File: src/rtl/y86_pkg.sv
// Shared constants, state encoding and helpers for the Y86 SEQ stage sequencer.
package y86_pkg;

  // Architectural status codes
  localparam logic [1:0] STAT_AOK = 2'd0;
  localparam logic [1:0] STAT_HLT = 2'd1;
  localparam logic [1:0] STAT_ADR = 2'd2;
  localparam logic [1:0] STAT_INS = 2'd3;

  // Instruction codes
  localparam logic [3:0] IHALT   = 4'h0;
  localparam logic [3:0] INOP    = 4'h1;
  localparam logic [3:0] IRRMOVQ = 4'h2;
  localparam logic [3:0] IIRMOVQ = 4'h3;
  localparam logic [3:0] IRMMOVQ = 4'h4;
  localparam logic [3:0] IMRMOVQ = 4'h5;
  localparam logic [3:0] IOPQ    = 4'h6;
  localparam logic [3:0] IJXX    = 4'h7;
  localparam logic [3:0] ICALL   = 4'h8;
  localparam logic [3:0] IRET    = 4'h9;
  localparam logic [3:0] IPUSHQ  = 4'hA;
  localparam logic [3:0] IPOPQ   = 4'hB;

  // Bit positions within stage_en
  localparam int unsigned STAGE_F  = 0;
  localparam int unsigned STAGE_D  = 1;
  localparam int unsigned STAGE_E  = 2;
  localparam int unsigned STAGE_M  = 3;
  localparam int unsigned STAGE_W  = 4;
  localparam int unsigned STAGE_PC = 5;

  // StStepWait is only reachable when single-step support is compiled in
  typedef enum logic [3:0] {
    StIdle,
    StFetch,
    StDecode,
    StExecute,
    StMemory,
    StWrback,
    StPcUpd,
    StHalted,
    StStepWait
  } seq_state_e;

  // Instructions that touch data memory in the MEMORY stage
  function automatic logic needs_dmem(input logic [3:0] icode);
    logic r;
    case (icode)
      IRMMOVQ, IMRMOVQ, ICALL, IRET, IPUSHQ, IPOPQ: r = 1'b1;
      default:                                      r = 1'b0;
    endcase
    return r;
  endfunction

endpackage

File: src/rtl/y86_wait_timer.sv
// Loadable down-counter measuring how long a memory request has been waiting.
// clr_i reloads Limit on state entry; expire_o flags the Limit-th waiting cycle.
// Limit = 0 never expires. armed_o is set once the request has been up a cycle.
module y86_wait_timer #(
  parameter int unsigned Limit = 15
) (
  input  logic clk_i,
  input  logic rst_ni,
  input  logic clr_i,
  input  logic en_i,
  output logic armed_o,
  output logic expire_o
);

  localparam int unsigned CntW = (Limit > 0) ? $clog2(Limit + 1) : 1;
  localparam logic [CntW-1:0] LimitVal = CntW'(Limit);

  logic [CntW-1:0] cnt_q, cnt_d;
  logic            armed_q, armed_d;

  // Reload on clear, otherwise count down while waiting (saturating at zero)
  always_comb begin
    cnt_d   = cnt_q;
    armed_d = armed_q;
    if (clr_i) begin
      cnt_d   = LimitVal;
      armed_d = 1'b0;
    end else if (en_i) begin
      armed_d = 1'b1;
      if (cnt_q != '0) cnt_d = cnt_q - CntW'(1);
    end
  end

  // Counter state
  always_ff @(posedge clk_i or negedge rst_ni) begin
    if (!rst_ni) begin
      cnt_q   <= '0;
      armed_q <= 1'b0;
    end else begin
      cnt_q   <= cnt_d;
      armed_q <= armed_d;
    end
  end

  assign armed_o  = armed_q;
  assign expire_o = en_i && (cnt_q == CntW'(1));

endmodule

File: src/rtl/y86_stage_sequencer.sv
// Multi-cycle controller for the Y86 SEQ datapath.
// Walks F, D, E, M, W, PC one instruction at a time, handshakes with
// instruction/data memory and freezes once the status leaves AOK.
// Optional macro SEQ_SINGLE_STEP_EN adds a step input and a STEP_WAIT state.
// All outputs are registered from the next-state decode so they line up with
// the state register. A ready is only accepted once its request has been up
// for at least one cycle, so each handshake takes a minimum of two cycles.
module y86_stage_sequencer
  import y86_pkg::*;
#(
  parameter int unsigned CNT_W       = 32,
  parameter int unsigned MEM_TIMEOUT = 15
) (
  input  logic             clk,
  input  logic             rst_n,
  input  logic             start,
`ifdef SEQ_SINGLE_STEP_EN
  input  logic             step,
`endif
  input  logic [3:0]       icode,
  input  logic [1:0]       fetch_stat,
  input  logic [1:0]       mem_stat,
  output logic             imem_req,
  input  logic             imem_ready,
  output logic             dmem_req,
  input  logic             dmem_ready,
  output logic [5:0]       stage_en,
  output logic             pc_we,
  output logic [1:0]       stat,
  output logic             halted,
  output logic             busy,
  output logic [CNT_W-1:0] insn_count
);

  seq_state_e       state_q, state_d;
  logic [1:0]       stat_q, stat_d;
  logic [CNT_W-1:0] cnt_q, cnt_d;
  logic [5:0]       stage_en_q, stage_en_d;
  logic             imem_req_q, imem_req_d;
  logic             dmem_req_q, dmem_req_d;
  logic             pc_we_q, pc_we_d;
  logic             halted_q, halted_d;
  logic             busy_q, busy_d;

  logic waiting;
  logic armed;
  logic expire;
  logic ready_sel;
  logic accept;

  // A request is outstanding in FETCH and in MEMORY for memory-touching icodes
  always_comb begin
    waiting   = (state_q == StFetch) || ((state_q == StMemory) && needs_dmem(icode));
    ready_sel = (state_q == StFetch) ? imem_ready : dmem_ready;
    accept    = waiting && armed && ready_sel;
  end

  y86_wait_timer #(
    .Limit (MEM_TIMEOUT)
  ) u_wait_timer (
    .clk_i    (clk),
    .rst_ni   (rst_n),
    .clr_i    (state_d != state_q),
    .en_i     (waiting),
    .armed_o  (armed),
    .expire_o (expire)
  );

  // Next-state, status latch and retire counter; ready takes priority over timeout
  always_comb begin
    state_d = state_q;
    stat_d  = stat_q;
    cnt_d   = cnt_q;
    unique case (state_q)
      StIdle: begin
        if (start) state_d = StFetch;
      end
      StFetch: begin
        if (accept) begin
          if (fetch_stat != STAT_AOK) begin
            stat_d  = fetch_stat;
            state_d = StHalted;
          end else begin
            state_d = StDecode;
          end
        end else if (expire) begin
          stat_d  = STAT_ADR;
          state_d = StHalted;
        end
      end
      StDecode:  state_d = StExecute;
      StExecute: state_d = StMemory;
      StMemory: begin
        if (!needs_dmem(icode)) begin
          state_d = StWrback;
        end else if (accept) begin
          if (mem_stat != STAT_AOK) begin
            stat_d  = mem_stat;
            state_d = StHalted;
          end else begin
            state_d = StWrback;
          end
        end else if (expire) begin
          stat_d  = STAT_ADR;
          state_d = StHalted;
        end
      end
      StWrback: state_d = StPcUpd;
`ifdef SEQ_SINGLE_STEP_EN
      StPcUpd:    state_d = StStepWait;
      StStepWait: begin
        if (step || start) state_d = StFetch;
      end
`else
      StPcUpd:    state_d = StFetch;
`endif
      StHalted: state_d = StHalted;
      default:  state_d = StIdle;
    endcase
    // Retire count moves on the same edge that raises pc_we
    if (state_d == StPcUpd) cnt_d = cnt_q + CNT_W'(1);
  end

  // Output decode of the upcoming state, registered below
  always_comb begin
    stage_en_d = '0;
    imem_req_d = 1'b0;
    dmem_req_d = 1'b0;
    pc_we_d    = 1'b0;
    halted_d   = (state_d == StHalted);
    busy_d     = (state_d != StIdle) && (state_d != StHalted);
    unique case (state_d)
      StFetch: begin
        stage_en_d[STAGE_F] = 1'b1;
        imem_req_d          = 1'b1;
      end
      StDecode:  stage_en_d[STAGE_D] = 1'b1;
      StExecute: stage_en_d[STAGE_E] = 1'b1;
      StMemory: begin
        stage_en_d[STAGE_M] = 1'b1;
        dmem_req_d          = needs_dmem(icode);
      end
      StWrback:  stage_en_d[STAGE_W] = 1'b1;
      StPcUpd: begin
        stage_en_d[STAGE_PC] = 1'b1;
        pc_we_d              = 1'b1;
      end
      default: ;
    endcase
  end

  // State and output registers
  always_ff @(posedge clk or negedge rst_n) begin
    if (!rst_n) begin
      state_q    <= StIdle;
      stat_q     <= STAT_AOK;
      cnt_q      <= '0;
      stage_en_q <= '0;
      imem_req_q <= 1'b0;
      dmem_req_q <= 1'b0;
      pc_we_q    <= 1'b0;
      halted_q   <= 1'b0;
      busy_q     <= 1'b0;
    end else begin
      state_q    <= state_d;
      stat_q     <= stat_d;
      cnt_q      <= cnt_d;
      stage_en_q <= stage_en_d;
      imem_req_q <= imem_req_d;
      dmem_req_q <= dmem_req_d;
      pc_we_q    <= pc_we_d;
      halted_q   <= halted_d;
      busy_q     <= busy_d;
    end
  end

  assign stage_en   = stage_en_q;
  assign imem_req   = imem_req_q;
  assign dmem_req   = dmem_req_q;
  assign pc_we      = pc_we_q;
  assign stat       = stat_q;
  assign halted     = halted_q;
  assign busy       = busy_q;
  assign insn_count = cnt_q;

endmodule

File: config.mk
export PLATFORM = sky130hd
export DESIGN_NAME = y86_stage_sequencer
export DESIGN_NICKNAME = d
export VERILOG_FILES = /design/src/rtl/y86_pkg.sv /design/src/rtl/y86_wait_timer.sv /design/src/rtl/y86_stage_sequencer.sv
export SDC_FILE = /design/constraint.sdc
export NUM_CORES = 1
export LEC_CHECK = 0
export CAP_MARGIN = 20
export CORE_MARGIN = 2
export CORE_UTILIZATION = 52
export CTS_BUF_LIST = sky130_fd_sc_hd__clkbuf_8
export DETAILED_ROUTE_END_ITERATION = 12
export PLACE_DENSITY = 0.79
export SLEW_MARGIN = 20
export SYNTH_ARGS = -nofsm -noshare
export SYNTH_HDL_FRONTEND = slang
export SYNTH_SLANG_ARGS = --single-unit
File: constraint.sdc
create_clock -name clk -period 2.65 [get_ports clk]
set_input_delay 0.3975 -clock clk [delete_from_list [all_inputs] [get_ports clk]]
set_output_delay 0.3975 -clock clk [all_outputs]
set_load 0.01 [all_outputs]
==> impl_metrics.py <==
metrics = {
    "timing": {
        "max_slew_margin_pct": 59.1,
        "timing.hold.ws_ps": 87.3,
        "rsz_0062_raised_after_global_routing": "no",
        "layout_setup_ws_ps": 408,
        "actual_transition_at_the_worst_max_transition_pin_ps": 611,
        "setup-violations-final": 0,
        "final_critical_period_ps": 2240,
        "worst_clock_skew_ps": 12.4,
        "setup-tns-final_ps": 0,
        "finalHoldViolCount": 0,
        "report.final.slew_viol_count": 0,
        "fmax_mhz": 446,
        "min_period_over_period_pct": 84.6,
    },
    "synth": {
        "synth-edff-count": 0,
        "average_instance_area_after_synthesis_um2": 11.1,
        "synth_area_um2": 2650,
        "synth.yosys.seq_area_share_pct": 49.1,
        "ys_types": 57,
        "yosys_warnings": 0,
        "synthArstFlopShare_pct": 100,
        "synth_top_area_cell": "dfrtp_1",
        "synth.top_cell.area_share_pct": 49.1,
        "ys_dominant_reg_cell": "dfrtp_1",
        "synthesized_net_count": 256,
        "synth_cells": 239,
        "netlist_top_cells_area": "dfrtp_1 49%, xnor2_1 7.6%, xor2_1 3.6%",
        "yosys_register_bits": 52,
    },
    "power_and_ir_drop": {
        "power_mw": 1.37,
        "peak_ir_drop_on_the_vdd_network_v": 0.000333,
        "cellPowerDensity_nw_per_um2": 408,
        "power.leakage_nw": 1.46,
    },
    "setup_path": {
        "startpoint_class_of_the_critical_path": "flop",
        "endpoint_class_of_the_critical_path": "flop",
        "required_ps": 2810,
        "worst-path-max-fanout": 14,
        "cp.arrival_ps": 2400,
        "slowest_delay_ps": 640,
        "worst-setup-path-type": "flop to flop",
        "critical_path.slowest_cell": "dfrtp_1",
        "critical_path_buffer_and_inverter_count": 1,
        "cells_along_the_critical_path": "or4b_4, a31oi_4, a2bb2oi_2, nor2_2, inv_2, a2111oi_2, a31oi_1",
        "critical_path.top_delay_family": "simple AND/OR/NAND/NOR gates",
    },
    "routing": {
        "drt_first_iter_violations": 101,
        "route.detailed.wl_per_inst_um": 14.5,
        "detail_route.vias_per_cell": 5.44,
        "drt-pass1-iter-count": 4,
        "remaining_drc_errors": 0,
        "detailroute.via_count": 2001,
        "drt_wl_total_um": 5340,
        "drtAntennaViolNets": 0,
    },
    "floorplanning": {
        "placementRows": 25,
        "dieWidth_um": 75.4,
        "initial_utilization_pct": 55.0,
        "io-pin-count": 58,
        "fp.dieH_um": 75.4,
        "coreArea_um2": 4820,
        "die_area_um2": 5680,
    },
    "global_routing": {
        "grt.overflow.total": 0,
        "grt_pass1_wl_um": 8950,
        "largest_net_degree_at_the_start_of_global_routing": 27,
        "first_global_vias": 1846,
        "grt_antenna_before_repair": 0,
        "grt_usage_pct": 20.5,
    },
    "cts": {
        "post-cts-setup-buffers": 0,
        "ctsResizeCount": 0,
        "clk-insertion-delay-late_ps": 310,
        "clock_tree_buffer_depth": 2,
        "cts_made_buffers": 5,
        "clk_pin_slew_ps": 90,
        "clkSinkCount": 52,
        "tritoncts_clock_tree": "done",
        "postCtsHoldBufs": 0,
        "cts_root_buf": "clkbuf_8",
        "clock_h_tree_levels": 2,
    },
    "final_layout": {
        "ff_latch_area_um2": 1300,
        "multiInputGateArea_um2": 1260,
        "fill_cells": 384,
        "final_cell_count_no_fill": 368,
        "syn2layout_area_growth_pct": 26.8,
        "commonest_non_fill_non_tap_cells_in_the_layout": "55 x clkdlybuf4s50_1, 52 x dfrtp_1, 23 x xnor2_1, 20 x nand2_1, 12 x nor2_1",
        "final_cell_area_um2": 3360,
        "n_antenna_cell": 0,
        "layout.core_utilization_pct": 69.8,
        "mostFrequentLayoutCell": "clkdlybuf4s50_1",
        "nets": 318,
        "drive_above_1_share_pct": 11.6,
    },
    "job": {
        "drv_cap": 0,
    },
    "min_path": {
        "tightest_hold_check_type": "input port to asynchronous set/reset pin",
    },
    "placed_design": {
        "placedCellCount": 361,
        "detailedPlace.worstSlack_ps": 178,
        "place_congestion": 0.801,
        "detailed_place_hpwl_um": 3950,
        "io_buffer_count": 56,
        "placed_standard_cell_area_um2": 3280,
    },
    "status": {
        "outcome": "finished, final reports clean",
    },
}
-- routing by layer --
metal	vias to the layer above	GRT usage [%]	part of all wire [%]
li1	975	-	-
met1	976	30.6	49
met2	42	30.5	45
met3	8	4.10	4.2
met4	0	5.85	1.2
met5	-	0	0
-- final timing paths --
check                                from                     to  slack [ps]  cells after the start
setup reg to reg               state_q[0]                   busy         410                      7
hold / removal                      rst_n          insn_count[2]          90                      1
hold reg to reg            insn_count[31]         insn_count[31]         480                      1
max in group asynchronous           rst_n  u_wait_timer.cnt_q[0]        1930                      2
min in group clk           insn_count[31]         insn_count[31]         480                      1
setup / recovery               state_q[0]                   busy         410                      7
-- power by group --
group	internal (mW)	switching (mW)
Clock	0.176	0.244
Combinational	0.0652	0.0619
Sequential	0.805	0.0193
Total	1.05	0.325
-- synth_stat cells (all sizes together) (2+ instances only) --
| cell type | instances |
|---|---|
| inv | 9 |
| nor2 | 13 |
| dfrtp | 52 |
| or4b | 2 |
| nand2b | 3 |
| a31oi | 4 |
| o21a | 2 |
| and4 | 5 |
| buf | 7 |
| nand4 | 8 |
| and3 | 9 |
| nand4b | 2 |
| nand2 | 20 |
| ha | 4 |
| nor2b | 2 |
| nor3 | 8 |
| or3 | 2 |
| xor2 | 11 |
| a211oi | 2 |
| o21ai | 4 |
| xnor2 | 23 |
| o22ai | 4 |
| nor4b | 3 |
| a21oi | 4 |
| or3b | 3 |
| and2 | 3 |
| nand3 | 11 |
-- logic make-up after synthesis --
| family | Yosys count | synth area share (%) |
|---|---|---|
| other | 1 | 0.142 |
| buffers and inverters | 16 | 3.21 |
| DFF | 52 | 49.1 |
| and+or+nand+nor | 99 | 23.4 |
| xor gates and xnor gates | 34 | 11.2 |
| AOI/OAI and AO/OA | 31 | 10.2 |
| muxes | 2 | 0.803 |
| adders and majority gates | 4 | 1.89 |
-- cell type report --
cell class | instances | share of cell area [%]
Tap cell | 67 | 2.49
Clock buffer | 5 | 2.05
Sequential cell | 52 | 38.7
Multi-Input combinational cell | 171 | 37.6
Clock inverter | 2 | 0.261
Inverter | 9 | 1.01
Timing Repair Buffer | 62 | 17.9
-- flip-flops by register name (all words and copies together), names as in the netlist, 2 cells and up --
signal and cells:
u_wait_timer.cnt_q 4, state_q 4, stage_en 5, stat 2
insn_count 32
Note: power is estimated with default switching activity, not from simulation.
